--- config.mk ---
export PLATFORM = sky130hd
export DESIGN_NAME = serial_add_ctrl
export DESIGN_NICKNAME = d
export VERILOG_FILES = /design/src/rtl/serial_add_ctrl.sv
export SDC_FILE = /design/constraint.sdc
export NUM_CORES = 1
export LEC_CHECK = 0
export CORE_MARGIN = 2
export CORE_UTILIZATION = 45
export CTS_BUF_LIST = sky130_fd_sc_hd__clkbuf_4
export DETAILED_ROUTE_END_ITERATION = 8
export PLACE_DENSITY = 0.75
export SYNTH_ARGS = -nofsm -noshare
export SYNTH_HDL_FRONTEND = slang
export SYNTH_SLANG_ARGS = --single-unit
--- constraint.sdc ---
create_clock -name clk -period 1.2 [get_ports clk]
set_input_delay 0.24 -clock clk [delete_from_list [all_inputs] [get_ports clk]]
set_output_delay 0.24 -clock clk [all_outputs]
set_load 0.05 [all_outputs]
--- src/rtl/serial_add_ctrl.sv ---
// Bit-serial adder sequencer: drives one external full-adder cell LSB first,
// carrying through carry_q, and presents {cout, sum} over a valid/ready handshake.
//   state | meaning
//   IDLE  | waiting for an operand pair (in_ready high)
//   RUN   | one operand bit per clock through the full-adder cell
//   DONE  | result held on sum/cout until consumer takes it
module serial_add_ctrl #(
    parameter int WIDTH = 8
) (
    input  logic             clk,
    input  logic             rst_n,
    input  logic             in_valid,
    output logic             in_ready,
    input  logic [WIDTH-1:0] op_a,
    input  logic [WIDTH-1:0] op_b,
    input  logic             op_cin,
    output logic             out_valid,
    input  logic             out_ready,
    output logic [WIDTH-1:0] sum,
    output logic             cout,
    output logic             fa_a,
    output logic             fa_b,
    output logic             fa_cin,
    input  logic             fa_sum,
    input  logic             fa_cout
);

    localparam int CW = $clog2(WIDTH);
    localparam logic [CW-1:0] CNT_LAST = CW'(WIDTH - 1);

    typedef enum logic [1:0] {
        IDLE = 2'd0,
        RUN  = 2'd1,
        DONE = 2'd2
    } state_t;

    state_t           state_q;
    state_t           state_d;
    logic [WIDTH-1:0] a_sh;
    logic [WIDTH-1:0] b_sh;
    logic [WIDTH-1:0] sum_sh;
    logic             carry_q;
    logic [CW-1:0]    cnt_q;
    logic             accept;
    logic             last_bit;

    assign accept   = in_valid & in_ready;
    assign last_bit = (cnt_q == CNT_LAST);

    always_ff @(posedge clk or negedge rst_n) begin
        if (!rst_n) begin
            state_q <= IDLE;
        end else begin
            state_q <= state_d;
        end
    end

    always_comb begin
        state_d = state_q;
        case (state_q)
            IDLE:    if (in_valid) state_d = RUN;
            RUN:     if (last_bit) state_d = DONE;
            DONE:    if (out_ready) state_d = IDLE;
            default: state_d = IDLE;
        endcase
    end

    // fa_* come from registers only, so there is no loop through the external cell.
    always_comb begin
        in_ready  = 1'b0;
        out_valid = 1'b0;
        sum       = '0;
        cout      = 1'b0;
        fa_a      = 1'b0;
        fa_b      = 1'b0;
        fa_cin    = 1'b0;
        case (state_q)
            IDLE: in_ready = 1'b1;
            RUN: begin
                fa_a   = a_sh[0];
                fa_b   = b_sh[0];
                fa_cin = carry_q;
            end
            DONE: begin
                out_valid = 1'b1;
                sum       = sum_sh;
                cout      = carry_q;
            end
            default: ;
        endcase
    end

    always_ff @(posedge clk or negedge rst_n) begin
        if (!rst_n) begin
            a_sh    <= '0;
            b_sh    <= '0;
            sum_sh  <= '0;
            carry_q <= 1'b0;
            cnt_q   <= '0;
        end else if (accept) begin
            a_sh    <= op_a;
            b_sh    <= op_b;
            carry_q <= op_cin;
            cnt_q   <= '0;
        end else if (state_q == RUN) begin
            a_sh    <= a_sh >> 1;
            b_sh    <= b_sh >> 1;
            sum_sh  <= {fa_sum, sum_sh[WIDTH-1:1]};
            carry_q <= fa_cout;
            cnt_q   <= cnt_q + CW'(1);
        end
    end

endmodule

---- Yosys cells after proc, flatten, opt, wreduce, memory -nomap -nowiden ----
Index checks and enable logic that the tools add are counted.
storage, ports and cells
  register bits after elaboration ......... 30
  latch bits .............................. 0
  memory bits (writable) .................. 0
  bits in read-only memories .............. 0
  memories ................................ 0
cells by class
  add/sub/neg operators ................... 1
  multipliers ............................. 0
  divide/modulo/power cells ............... 0
  order comparisons ....................... 0
  eq/ne operators ......................... 6
  shift-type cells ........................ 0
  muxes and demuxes ....................... 19
  bitwise logic cells ..................... 2
  reductions and logical operators ........ 4
operators with widths
  operator             number
  $mux 8               5
  $mux 1               8
  $mux 2               3
  $mux 3               2
  $ne 2x2->1 const B   3
  $pmux 2 s3           1
  $add 3x1->3 const B  1
  $eq 3x3->1 const B   1
  $reduce_and 3->1     1
  $eq 2x1->1 const B   1
  $eq 2x2->1 const B   1
  $logic_not 2->1      1
  $reduce_and 2->1     1
  $reduce_bool 2->1    1
  $and 1x1->1          1
  $not 1->1            1

---- Depth between registers and ports, before layout ----
Gate-level depths: netlist of run 1.
  word-level depth ........................ 5
  mapped depth ............................ 5
  mapped depth without buffers ............ 4

---- Worst setup path after synthesis of run 1 ----
OpenSTA, ideal clock, no wires.
  kind .................................... register to output
  start ................................... reg state_q[1]
  end ..................................... out cout
  data arrival time ....................... 1.573 ns
  required time ........................... 0.960 ns
  setup slack ............................. -0.613 ns
  stages on the path, launching flop included .. 4
  cells stage by stage .................... dfrtp_1 > inv_2 > nor2_2 > and2_1
on the way
  longest elaborated chain between the ends .. 2
ends and longest elaborated chain
  element                 RTL line  text
  start, declared         37        state_t state_q;
  start signal, assigned  54        state_q <= state_d;
  $eq 2x2->1              77        case (state_q)
  $mux 1                  77
  end, declared           20        output logic cout,
Every way passes these cells.

---- Worst setup path in the final report of run 1 ----
  start ................................... reg state_q[0]
  end ..................................... out fa_b
on the way
  longest elaborated chain between the ends .. 2
ends and longest elaborated chain
  element        RTL line  text
  $eq 2x1->1     77
  $mux 1         77
  end, declared  22        output logic fa_b,
Every way passes these cells.

==> results of run 1 <==
==> cells by family after synthesis <==
family,Yosys count
AOI/OAI and AO/OA,40
adders and majority gates,2
and+or+nand+nor,63
buffers and inverters,11
DFF,30
==> cell usage after synthesis <==
cell      count  area share [%]
buf_2         3             1.1
o31ai_1       1            0.53
nor2_2        1            0.44
and2_1       12             5.3
nor2b_1       1            0.44
inv_2         1            0.27
o21ai_1       1            0.35
dfrtp_1      30              53
nor2_1       17             4.5
buf_6         1            0.80
o22ai_1      15             6.6
o21ai_0       5             1.8
ha_1          2             1.8
o32ai_1      15             9.3
buf_4         4             2.1
nand2b_1      2            0.89
and2b_1       1            0.53
a22o_1        2             1.2
clkbuf_1      2            0.53
a21oi_1       1            0.35
or2_1         1            0.44
nand2_1      28             7.4
==> stage by stage <==
stage	area, µm²	setup slack [ns]
3_5_place_dp	2080	-0.306
6_report	2420	-0.432
3_3_place_gp	2080	-0.228
4_1_cts	2280	-0.402
5_1_grt	2420	-0.467
2_1_floorplan	1460	-0.290
==> layout make-up <==
cell class	count	area, µm²
clock buffer	6	45.0
clock inverter	2	8.76
fill	181	606
inverter	1	3.75
multi-input combinational	106	812
sequential	30	752
tap	44	55.1
timing repair buffer	58	746
==> worst max-delay path, delay by kind of cell (launching register included) <==
kind	cells	cell delay (ns)
buffers and inverters	1	0.14
and+or+nand+nor	2	0.44
DFF	1	0.47
==> state kept, by name, indices dropped and copies added (netlist names) <==
signal and cells:
a_sh 8, b_sh 8, carry_q 1, cnt_q 3, state_q 2, sum_sh 8
==> layer usage <==
metal	vias up	global-route usage [%]
met5	-	0
li1	636	-
met4	0	10.5
met2	58	39.3
met3	12	7.79
met1	679	28.0
==> power groups by stage <==
stage,Combinational [mW],Sequential (mW),Clock (mW)
floorplan,1.56,1.76,0
global placement,2.34,1.82,0
detailed placement,2.43,1.86,0
CTS,2.69,1.88,0.601
global route,3.25,1.97,0.671
finish,3.04,1.93,0.601
==> path summary, 6_finish.rpt <==
path,startpoint,to,slack (ns)
max in group asynchronous,rst_n,state_q[0]$_DFFE_PN0P_,0.77
max,state_q[0]$_DFFE_PN0P_,fa_b,-0.43
min reg2reg,sum_sh[3]$_DFFE_PN0P_,sum_sh[2]$_DFFE_PN0P_,0.49
min in group clk,fa_sum,sum_sh[7]$_DFFE_PN0P_,0.44
min,rst_n,cnt_q[1]$_DFFE_PN0P_,0.25
max reg2reg,state_q[0]$_DFFE_PN0P_,b_sh[0]$_DFFE_PN0P_,-0.16
==> timing repair <==
item / 4_1_cts / 5_1_grt
pin swaps: 20 / 6
endpoints found under the hold margin: 0 / 0
cloned: 1 / 1
endpoints found under the setup margin: 38 / 42
resized for setup: 20 / 20
setup buffers: 3 / 6
==> out/summary.md, run 1 <==
The tools report the full die area as 3600 µm². The vertical die dimension works out to 60.0 µm. The post-synthesis simple-gate area fraction was 20.0%.

TritonCTS built the clock tree. The internal portion of the total power is 3.27 mW. The logs give 0.96 ns for the required time of the worst setup path and 227 for the number of nets in the finished design.

After routing, the total negative slack on setup checks comes to -7.05 ns. The number of nets in the synthesized netlist is 171. After clock tree synthesis, the clock-pin slew on the worst setup and hold paths is 0.10 ns. Buffers inserted during clock tree synthesis total 5. The synthesized netlist devotes 0% of its cell area to XOR and XNOR gates.

The portion of total power attributed to combinational logic was 54.6%; the switching power summed over all nets was 2.30 mW. The tools report the count of pins over their slew limit as 0. The average cell area after synthesis was 9.67 µm².

At the pin with the least slew margin, the transition time is 0.249 ns. The area of the mapped netlist was 1410 µm². The top layer used by detailed routing is met4. The critical path start-end classification was flip-flop to output port.

The starting density of the core is 46.6%, and the die extent in x is 60.0 µm. The I/O pin total was 37. The worst setup skew after layout is 0.0122 ns, and the highest net fanout along the worst path is 5. Cells fill 80.0% of the core in the end. For this block, the initial DRC count from the detailed router was 36. The tools report the highest clock rate as 613 MHz.

The synthesized netlist devotes 1.77% of its cell area to adder and majority cells. For this block, wires on met1 add up to 1670 µm. The initial antenna violation count was 0. The share of total power dissipated in sequential elements is 34.7%.

After clock tree synthesis, the flow added hold-fix buffers numbering 0. The total power density per cell area came out at 2300 nW/µm². For this run, design rule violations remaining after detail routing come to 0.

For the finished layout, the period the worst path requires is 1.63 ns. After synthesis, the largest family of logic cells by area is compound AO/OA/AOI/OAI gates. The run finished, with violations left. Entering global routing, the biggest net connects 31 pins. In this run the static leakage power is 1.02 nW. The clock root buffer was clkbuf_4. From synthesis to final layout, the design area changed by 71.6%.

The first-pass detailed-route iteration total came out at 4. Setup repair after global routing could not meet its margin everywhere. Once detail routing completed, the nets flagged for antenna violations numbered 0. The routed length on met2 is 2160 µm, and the average wire per standard cell is 16.7 µm. The net switching share of the total power was 41.3%; the cell depth of the worst flop-to-flop path was 5. The post-route netlist has 39.9% of its cells at a drive strength greater than 1. Smallest setup slack after layout: -0.432 ns.

The total core area was 3030 µm². The final reports fail on negative setup slack. The number of global-route vias before repair was 1303; the total grt overflow was 0. In this design, the stage delay of the slowest critical-path cell is 0.47 ns.

The unique cell type count in the Yosys netlist came out at 22. The proportion of power drawn by the clock network is 10.8%, and the insertion delay to the later sink of the worst-skew pair is 0.34 ns. The first global-routing pass estimated 6110 µm of wire. For the number of standard cells in the layout, taps in and fillers out, the log shows 247. The slowest stage of the critical path belongs to the cell dfrtp_2. The congestion estimate from routability-driven global placement came to 0.808.

The H-tree was split into 2 levels. The logs give 207 µm for the sum of met3 wire segment lengths after detailed routing and 23.7% for the total track usage. The portion of the clock cycle consumed by the worst path in the final layout was 136%. Total number of clock tree sinks: 30. The tool flagged a number of max-cap violations equal to 0.

The repair_antennas step left the layout with diodes totalling 0. Row count: 20. The count of buffers added on input and output ports is 36. The logs give 83.2% for the remaining max-slew budget at the tightest pin and 1385 for the number of vias in the routed layout. The path class of the tightest hold or removal check is input pin to async pin.

Synthesis produced 146 cells. The final setup violation count came out at 29. The complex-gate fraction of the synthesized area is 20.2%. The clock passes through at most 2 buffers. Dividing the detail-routed via count by the number of cells gives 5.61.

The Yosys step of the flow raised 0 warnings. Leaving out fill and tap cells, the most frequent cells in the layout are 29 x dfrtp_1, 27 x nand2_1, 22 x clkdlybuf4s50_1. After synthesis the netlist holds a flip-flop and latch count of 30. The tools report the element type at the critical path start as a flip-flop.

The tools report the largest vdd supply drop as 1.57 mV. The signal on the critical path passes through and2b_2, and2_4, buf_12. STA classifies the critical path endpoint as an output port. The run gives 5.57 mW as the overall power. The run gives 0.245 ns as the worst hold slack.

Leaving out fill and tap cells, the most frequent cell in the layout is dfrtp_1. STA puts the critical path data arrival time at 1.39 ns. The multiplexer share of the synthesized area came out at 0%.

The logs give 0 for the hold violation total from the final report and 2520 µm for the placed wire-length estimate after detailed placement. For the count of placed standard cells including taps, the log shows 229. Sequential elements use 53.2% of the synthesized area.

After detailed routing, the total wire length is 4140 µm.
Power figures use the tool's default switching activity.
==> run 2: changes to the inputs <==
--- a/config.mk
+++ b/config.mk
@@ -8,6 +8,7 @@
 export CORE_MARGIN = 2
 export CORE_UTILIZATION = 45
 export CTS_BUF_LIST = sky130_fd_sc_hd__clkbuf_4
+export CTS_CLUSTER_DIAMETER = 200
 export DETAILED_ROUTE_END_ITERATION = 8
 export PLACE_DENSITY = 0.75
 export SYNTH_ARGS = -nofsm -noshare
==> results of run 2 <==
Same layout as run 1: the final DEF is identical, and so are final timing and power.
